`config.mk`:
```
export PLATFORM = sky130hd
export DESIGN_NAME = order_dispatcher_flat
export DESIGN_NICKNAME = d
export VERILOG_FILES = /design/src/rtl/order_dispatcher_if.sv /design/src/rtl/order_dispatcher.sv /design/src/flat_wrapper.sv
export SDC_FILE = /design/constraint.sdc
export NUM_CORES = 1
export LEC_CHECK = 0
export CAP_MARGIN = 20
export CORE_UTILIZATION = 51
export CTS_CLUSTER_DIAMETER = 50
export DETAILED_ROUTE_END_ITERATION = 10
export GPL_TIMING_DRIVEN = 0
export HOLD_SLACK_MARGIN = 0.08
export PLACE_DENSITY = 0.84
export SYNTH_ARGS = -nofsm -noshare
export SYNTH_HDL_FRONTEND = slang
export SYNTH_SLANG_ARGS = --single-unit
```
`constraint.sdc`:
```
create_clock -name clock -period 5.1 [get_ports clock]
set_clock_uncertainty 0.1 [all_clocks]
set_input_delay 0.765 -clock clock [delete_from_list [all_inputs] [get_ports clock]]
set_output_delay 0.765 -clock clock [all_outputs]
set_load 0.05 [all_outputs]
```
`src/rtl/order_dispatcher_if.sv`:
```
`default_nettype none
// =============================================================================
// order_dispatcher_if : valid/ready order port between dispatcher and exchange.
// Revision 1.0
// =============================================================================
interface order_dispatcher_if #(
  parameter int PRICE_W = 8,
  parameter int QTY_W   = 8
);
  logic               order_valid;
  logic               order_ready;
  logic               order_side;
  logic [PRICE_W-1:0] order_price;
  logic [QTY_W-1:0]   order_qty;
  logic [7:0]         order_id;

  modport master (
    output order_valid, order_side, order_price, order_qty, order_id,
    input  order_ready
  );

  modport slave (
    input  order_valid, order_side, order_price, order_qty, order_id,
    output order_ready
  );
endinterface
`default_nettype wire

```
`src/rtl/order_dispatcher.sv`:
```
`default_nettype none
// =============================================================================
// order_dispatcher : trigger rising edge -> one marketable order, then cooldown.
// ORDER_DISPATCHER_ONESHOT_EN: return to IDLE after each order.  Revision 1.0
// =============================================================================
module order_dispatcher #(
  parameter int PRICE_W         = 8,
  parameter int QTY_W           = 8,
  parameter int COOLDOWN_CYCLES = 4
) (
  input  logic               clock,
  input  logic               reset,
  input  logic               arm_write_enable,
  input  logic               arm_side,
  input  logic [QTY_W-1:0]   arm_qty,
  input  logic               trigger_satisfied,
  input  logic [PRICE_W-1:0] bid_price,
  input  logic [PRICE_W-1:0] ask_price,
  output logic               armed,
  output logic [7:0]         orders_sent,
  order_dispatcher_if.master bus
);

  localparam int CNT_W = (COOLDOWN_CYCLES > 0) ? $clog2(COOLDOWN_CYCLES + 1) : 1;
  localparam logic [CNT_W-1:0] CNT_LOAD = CNT_W'(COOLDOWN_CYCLES);
  localparam logic [CNT_W-1:0] CNT_ONE  = CNT_W'(1);

  typedef enum logic [1:0] {
    IDLE     = 2'd0,
    ARMED    = 2'd1,
    SEND     = 2'd2,
    COOLDOWN = 2'd3
  } state_t;

  state_t             state_q, state_d;
  logic               trig_q;
  logic               tmpl_side_q, tmpl_side_d;
  logic [QTY_W-1:0]   tmpl_qty_q, tmpl_qty_d;
  logic               side_q, side_d;
  logic [PRICE_W-1:0] price_q, price_d;
  logic [QTY_W-1:0]   qty_q, qty_d;
  logic [7:0]         id_q, id_d;
  logic [7:0]         sent_q, sent_d;
  logic [CNT_W-1:0]   cnt_q, cnt_d;
  logic               valid_q, valid_d;
  logic               armed_q, armed_d;
  logic               fire, arm_zero;
  state_t             rearm_state;

  always_comb begin
    fire        = trigger_satisfied & ~trig_q;
    arm_zero    = arm_write_enable && (arm_qty == '0);
    state_d     = state_q;
    tmpl_side_d = tmpl_side_q;
    tmpl_qty_d  = tmpl_qty_q;
    side_d      = side_q;
    price_d     = price_q;
    qty_d       = qty_q;
    id_d        = id_q;
    sent_d      = sent_q;
    cnt_d       = cnt_q;

    // Template loads everywhere except SEND; a fire in the same cycle reads the old _q copy.
    if (arm_write_enable && (state_q != SEND)) begin
      tmpl_side_d = arm_side;
      tmpl_qty_d  = arm_qty;
    end

`ifdef ORDER_DISPATCHER_ONESHOT_EN
    rearm_state = IDLE;
`else
    // A disarm that coincided with the last fire leaves a zero template: stay disarmed.
    rearm_state = (tmpl_qty_d != '0) ? ARMED : IDLE;
`endif

    case (state_q)
      IDLE: begin
        if (arm_write_enable && !arm_zero) state_d = ARMED;
      end
      ARMED: begin
        if (fire) begin
          side_d  = tmpl_side_q;
          qty_d   = tmpl_qty_q;
          price_d = tmpl_side_q ? bid_price : ask_price;
          state_d = SEND;
        end else if (arm_zero) begin
          state_d = IDLE;
        end
      end
      SEND: begin
        if (bus.order_ready) begin
          id_d   = id_q + 8'd1;
          sent_d = (sent_q == 8'hFF) ? sent_q : sent_q + 8'd1;
          if (COOLDOWN_CYCLES == 0) begin
            state_d = rearm_state;
          end else begin
            state_d = COOLDOWN;
            cnt_d   = CNT_LOAD;
          end
        end
      end
      COOLDOWN: begin
        if (arm_zero)                state_d = IDLE;
        else if (cnt_q <= CNT_ONE)   state_d = rearm_state;
        else                         cnt_d   = cnt_q - CNT_ONE;
      end
      default: state_d = IDLE;
    endcase

    valid_d = (state_d == SEND);
    armed_d = (state_d == ARMED);
  end

  always_ff @(posedge clock or negedge reset) begin
    if (!reset) begin
      state_q     <= IDLE;
      trig_q      <= 1'b0;
      tmpl_side_q <= 1'b0;
      tmpl_qty_q  <= '0;
      side_q      <= 1'b0;
      price_q     <= '0;
      qty_q       <= '0;
      id_q        <= 8'd0;
      sent_q      <= 8'd0;
      cnt_q       <= '0;
      valid_q     <= 1'b0;
      armed_q     <= 1'b0;
    end else begin
      state_q     <= state_d;
      trig_q      <= trigger_satisfied;
      tmpl_side_q <= tmpl_side_d;
      tmpl_qty_q  <= tmpl_qty_d;
      side_q      <= side_d;
      price_q     <= price_d;
      qty_q       <= qty_d;
      id_q        <= id_d;
      sent_q      <= sent_d;
      cnt_q       <= cnt_d;
      valid_q     <= valid_d;
      armed_q     <= armed_d;
    end
  end

  assign bus.order_valid = valid_q;
  assign bus.order_side  = side_q;
  assign bus.order_price = price_q;
  assign bus.order_qty   = qty_q;
  assign bus.order_id    = id_q;
  assign armed           = armed_q;
  assign orders_sent     = sent_q;

endmodule
`default_nettype wire

```
`src/flat_wrapper.sv`:
```
// flat-port wrapper written by rule: the top's interface ports become plain ports
module order_dispatcher_flat 
#(
  parameter int PRICE_W         = 8,
  parameter int QTY_W           = 8,
  parameter int COOLDOWN_CYCLES = 4
)
  (clock, reset, arm_write_enable, arm_side, arm_qty, trigger_satisfied, bid_price, ask_price, armed, orders_sent, bus_order_valid, bus_order_side, bus_order_price, bus_order_qty, bus_order_id, bus_order_ready);
  order_dispatcher_if #(.PRICE_W(PRICE_W), .QTY_W(QTY_W)) bus_i ();
  input  logic clock;
  input  logic reset;
  input  logic arm_write_enable;
  input  logic arm_side;
  input  logic [QTY_W-1:0] arm_qty;
  input  logic trigger_satisfied;
  input  logic [PRICE_W-1:0] bid_price;
  input  logic [PRICE_W-1:0] ask_price;
  output logic armed;
  output logic [7:0] orders_sent;
  output wire logic [$bits(bus_i.order_valid)-1:0] bus_order_valid;
  output wire logic [$bits(bus_i.order_side)-1:0] bus_order_side;
  output wire logic [$bits(bus_i.order_price)-1:0] bus_order_price;
  output wire logic [$bits(bus_i.order_qty)-1:0] bus_order_qty;
  output wire logic [$bits(bus_i.order_id)-1:0] bus_order_id;
  input wire logic [$bits(bus_i.order_ready)-1:0] bus_order_ready;
  assign bus_order_valid = bus_i.order_valid;
  assign bus_order_side = bus_i.order_side;
  assign bus_order_price = bus_i.order_price;
  assign bus_order_qty = bus_i.order_qty;
  assign bus_order_id = bus_i.order_id;
  assign bus_i.order_ready = bus_order_ready;
  order_dispatcher #(.PRICE_W(PRICE_W), .QTY_W(QTY_W), .COOLDOWN_CYCLES(COOLDOWN_CYCLES)) u_core (.clock(clock), .reset(reset), .arm_write_enable(arm_write_enable), .arm_side(arm_side), .arm_qty(arm_qty), .trigger_satisfied(trigger_satisfied), .bid_price(bid_price), .ask_price(ask_price), .armed(armed), .orders_sent(orders_sent), .bus(bus_i));
endmodule
```
==> results by stage <==
Routing:
- The routed wire length is between 4000 and 5000 um.
- The residual antenna-violating net count after detailed routing is 0.
- The detailed-route wire length per cell is around 15 um.
- The via total after detailed routing is 1,720.
- Before antenna repair, the detailed router went through 4 iterations.
- After detailed routing, the number of remaining DRC violations is 0.
- The starting DRC count in detailed routing is 97.
- The average via count per standard cell is roughly 5.5.

Synthesis:
- The net count after synthesis is between 200 and 250.
- The post-synthesis register bit count is 50.
- The cell area after synthesis is around 2400 sq um.
- The post-synthesis share of cell area spent on xor and xnor gates is about 5.2%.
- Summing the areas of all compound-gate instances in the mapped netlist gives 8.02% of the synthesized area.
- The synthesized area divided by synthesized cell count is ~12 sq um.
- Summing the sequential cell areas from Yosys gives 53.1% of the chip area.
- Yosys mapped the design onto 43 distinct sky130hd cell types.
- The synthesized netlist devotes about 14% of its cell area to simple gates.
- Multiplexer cells account for 14.0% of the synthesized area.
- The gate count after technology mapping is between 150 and 200.
- After Yosys synthesis, full adders, half adders and majority gates account for roughly 2.1% of the synthesized area.
- For this run, the number of Yosys warnings is 0.
- The combinational family with the most area after synthesis is multiplexers.

Finish:
- The total inserted antenna cells is 0.
- The fraction of final layout cells with drive strength greater than 1 is between 15 and 20%.
- From synthesis to final layout, the design area changed by 34.8%.
- After the last flow step, the layout net total stands at 296.
- Cells fill between 70% and 80% of the core in the end.

Worst setup path:
- In this run the register-to-register setup slack is between 3 and 4 ns.
- The worst setup path is of the reg2out kind.
- The most critical setup path has its endpoint at orders_sent[3].
- The arrival time of the worst setup path is 1.59 ns.
- The number of buffer and inverter instances along the worst setup path is 1.
- The number of gates on the worst path with buffers counted is 1.
- The cell with the largest stage delay on the worst path is clkdlybuf4s50_1.
- In this run the worst setup path begins at u_core.orders_sent[3]$_DFFE_PN0P_.
- The critical path startpoint category is a register.
- The delay of the slowest critical-path stage is ~0.84 ns.
- The dominant delay contributor by cell family on the critical path is buffers and inverters.
- The worst flop-to-flop path startpoint is u_core.cnt_q[0]$_DFFE_PN0P_.
- In this run the worst path has a maximum fanout of 6.
- The worst endpoint required time is 4.24 ns.
- STA classifies the critical path endpoint as a primary output.
- The number of cells on the worst reg-to-reg path is 5.
- The end of the worst register-to-register path is u_core.cnt_q[1]$_DFFE_PN0P_.
- The critical path goes through clkdlybuf4s50_1.

STA:
- Setup violations remaining at the end of the flow were counted as 0.
- The final count of hold timing violations is 0.
- The slew at the pin with the worst max-slew slack is 0.651 ns.
- Setup repair after global routing left no endpoint under its margin.
- After routing, the total negative slack on setup checks comes to 0 ns.
- The worst pin sits at a relative slew slack of 56.6%.
- The shortest period the worst path allows is roughly 2.5 ns.
- The final max-slew violation count is 0.
- The share of the clock period used by the worst path is 48.2%.
- Timing would allow up to 407 MHz.

Global routing:
- The total overflow reported by the global router is 0.
- The wire length of the first global-routing pass is approximately 8300 um.
- The initial antenna violation count is 0.
- Entering global routing, the biggest net connects 35 pins.
- The overall fraction of global-route tracks in use is 21.3%.
- The number of global-route vias before repair is 1,799.

Die:
- The number of rows in the core area is 24.
- The effective utilization at floorplan is approximately 54%.
- The die covers just under 5000 sq um.
- The core region is 4380 sq um.
- The die is about 70 um wide.
- The y dimension of the die is roughly 70 um.
- Pin placement for this block handled 65 I/O pins.

Clocking:
- The CTS tree is built.
- The post-CTS repair timing setup buffer count is 0.
- The clock passes through at most 2 buffers.
- After clock tree synthesis, the clock-pin slew on the worst setup and hold paths is around 0.09 ns.
- The H-tree depth reported by CTS is 2.
- The later-pin clock latency in the skew report is approximately 0.3 ns.
- Clock tree synthesis inserted a total of 5 buffers.
- Once the clock tree was built, the resizer swapped 0 gates to a different size.
- The library cell used as clock root buffer is clkbuf_8.
- The number of clock sinks is 50.
- The number of hold buffers added after CTS was 0.

Placement:
- Buffers placed on the I/O ports in this run total 63.
- The routability congestion estimate is 0.904.
- Detailed placement finished with a half-perimeter wire length of about 3500 um.

Job:
- The number of violations of the max-capacitance limit is 0.

Power:
- The analysis attributes to cell leakage a power of approximately 1.4 nW.
- The power density over cell area is ~600 nW/um^2.
- IR analysis of the VDD net gives a maximum drop of between 0.0002 and 0.0003 V.

Outcome:
- The run finished with clean final reports.

Worst hold path:
- The worst hold path belongs to the class in2async.
## area by class of cell
class	instances	area [sq um]
flip-flops and latches	50	1250
fillers	300	1210
multi-input cells	128	1020
repair buffers	64	646
clock buffers	5	68.8
plain buffers	8	66.3
well taps	52	65.1
clock inverters	3	40.0
inverters	5	18.8
## power by group
part / internal [mW] / switching (mW) / total, mW
logic: 0.391 / 0.615 / 1.01
clock network: 0.144 / 0.128 / 0.273
registers: 0.539 / 0.101 / 0.641
total: 1.07 / 0.845 / 1.92
## state kept, by name (all words and copies together), names as in the netlist
register,count
u_core.bus.order_qty,8
u_core.tmpl_side_q,1
u_core.state_q,2
u_core.bus.order_side,1
u_core.tmpl_qty_q,8
u_core.bus.order_id,8
u_core.armed,1
u_core.orders_sent,8
u_core.trig_q,1
u_core.cnt_q,3
u_core.bus.order_valid,1
u_core.bus.order_price,8
## synth_stat cells (all sizes together)
cell | count | area, sq um
nor2b | 2 | 12.5
nand2b | 2 | 12.5
or4 | 1 | 7.51
o21bai | 1 | 7.51
o21ai | 4 | 23.8
buf | 8 | 66.3
inv | 5 | 18.8
xnor2 | 13 | 114
and4 | 1 | 8.76
dfrtp | 50 | 1250
a221o | 1 | 10.0
nand3b | 1 | 20.0
xor2 | 1 | 8.76
and2 | 1 | 6.26
nor3 | 2 | 10.0
o2111ai | 2 | 17.5
a211oi | 2 | 15.0
nand4 | 4 | 25.0
nor2 | 14 | 52.6
nor4 | 4 | 55.1
nand2 | 7 | 33.8
nor4bb | 1 | 10.0
mux2 | 20 | 240
nand3 | 8 | 40.0
o32ai | 1 | 8.76
and3 | 4 | 25.0
a21o | 1 | 7.51
and3b | 1 | 8.76
o311ai | 1 | 8.76
a41oi | 1 | 16.3
mux2i | 9 | 90.1
a32oi | 1 | 8.76
ha | 4 | 50.1
a21oi | 13 | 65.1
## worst min-delay path by stage
| stage | to | slack, ns | depth (start not counted) |
|---|---|---|---|
| floorplan | u_core.cnt_q[2]$_DFFE_PN0P_ | 0.35 | 1 |
| global placement | u_core.bus.order_id[7]$_DFFE_PN0P_ | 0.36 | 1 |
| detailed placement | u_core.cnt_q[2]$_DFFE_PN0P_ | 0.37 | 1 |
| CTS | u_core.bus.order_id[7]$_DFFE_PN0P_ | 0.28 | 1 |
| global route | u_core.bus.order_id[6]$_DFFE_PN0P_ | 0.29 | 1 |
| finish | u_core.bus.order_id[7]$_DFFE_PN0P_ | 0.27 | 1 |
## metal layers
metal / share of wire [%] / vias up / GRT usage (%)
li1: - / 831 / -
met4: 1.5 / 0 / 8.00
met2: 52 / 42 / 36.3
met1: 44 / 839 / 27.2
met3: 3.2 / 8 / 3.61
met5: 0 / - / 0
## placed cells by master, fill, tap and decap left out, drive strengths merged, types with 7 or more instances in the layout
master,synthesis,layout
nor2,14,14
a21oi,13,13
clkdlybuf4s50,0,62
nand3,8,8
xnor2,13,13
mux2i,9,9
mux2,20,20
nand2,7,7
dfrtp,50,50
buf,8,10
## through the flow
stage	hold WS (ns)	power, mW	setup WS (ns)	std cells	area (sq um)
after global placement	0.359	1.63	1.73	306	3050
after CTS	0.277	1.94	2.62	315	3180
after global routing	0.285	2.03	2.57	315	3180
after floorplan	0.346	1.33	3.16	191	2360
after detailed placement	0.368	1.66	2.58	307	3070
final	0.274	1.92	2.64	315	3180
## cells by family after synthesis
| kind of cell | after synthesis |
|---|---|
| multiplexers | 29 |
| AO/OA/AOI/OAI | 28 |
| flip-flops | 50 |
| adder cells (fa/ha/maj) | 4 |
| AND/OR/NAND/NOR | 53 |
| buffers and inverters | 13 |
| XOR/XNOR | 14 |
Note: power is estimated with default switching activity, not from simulation.
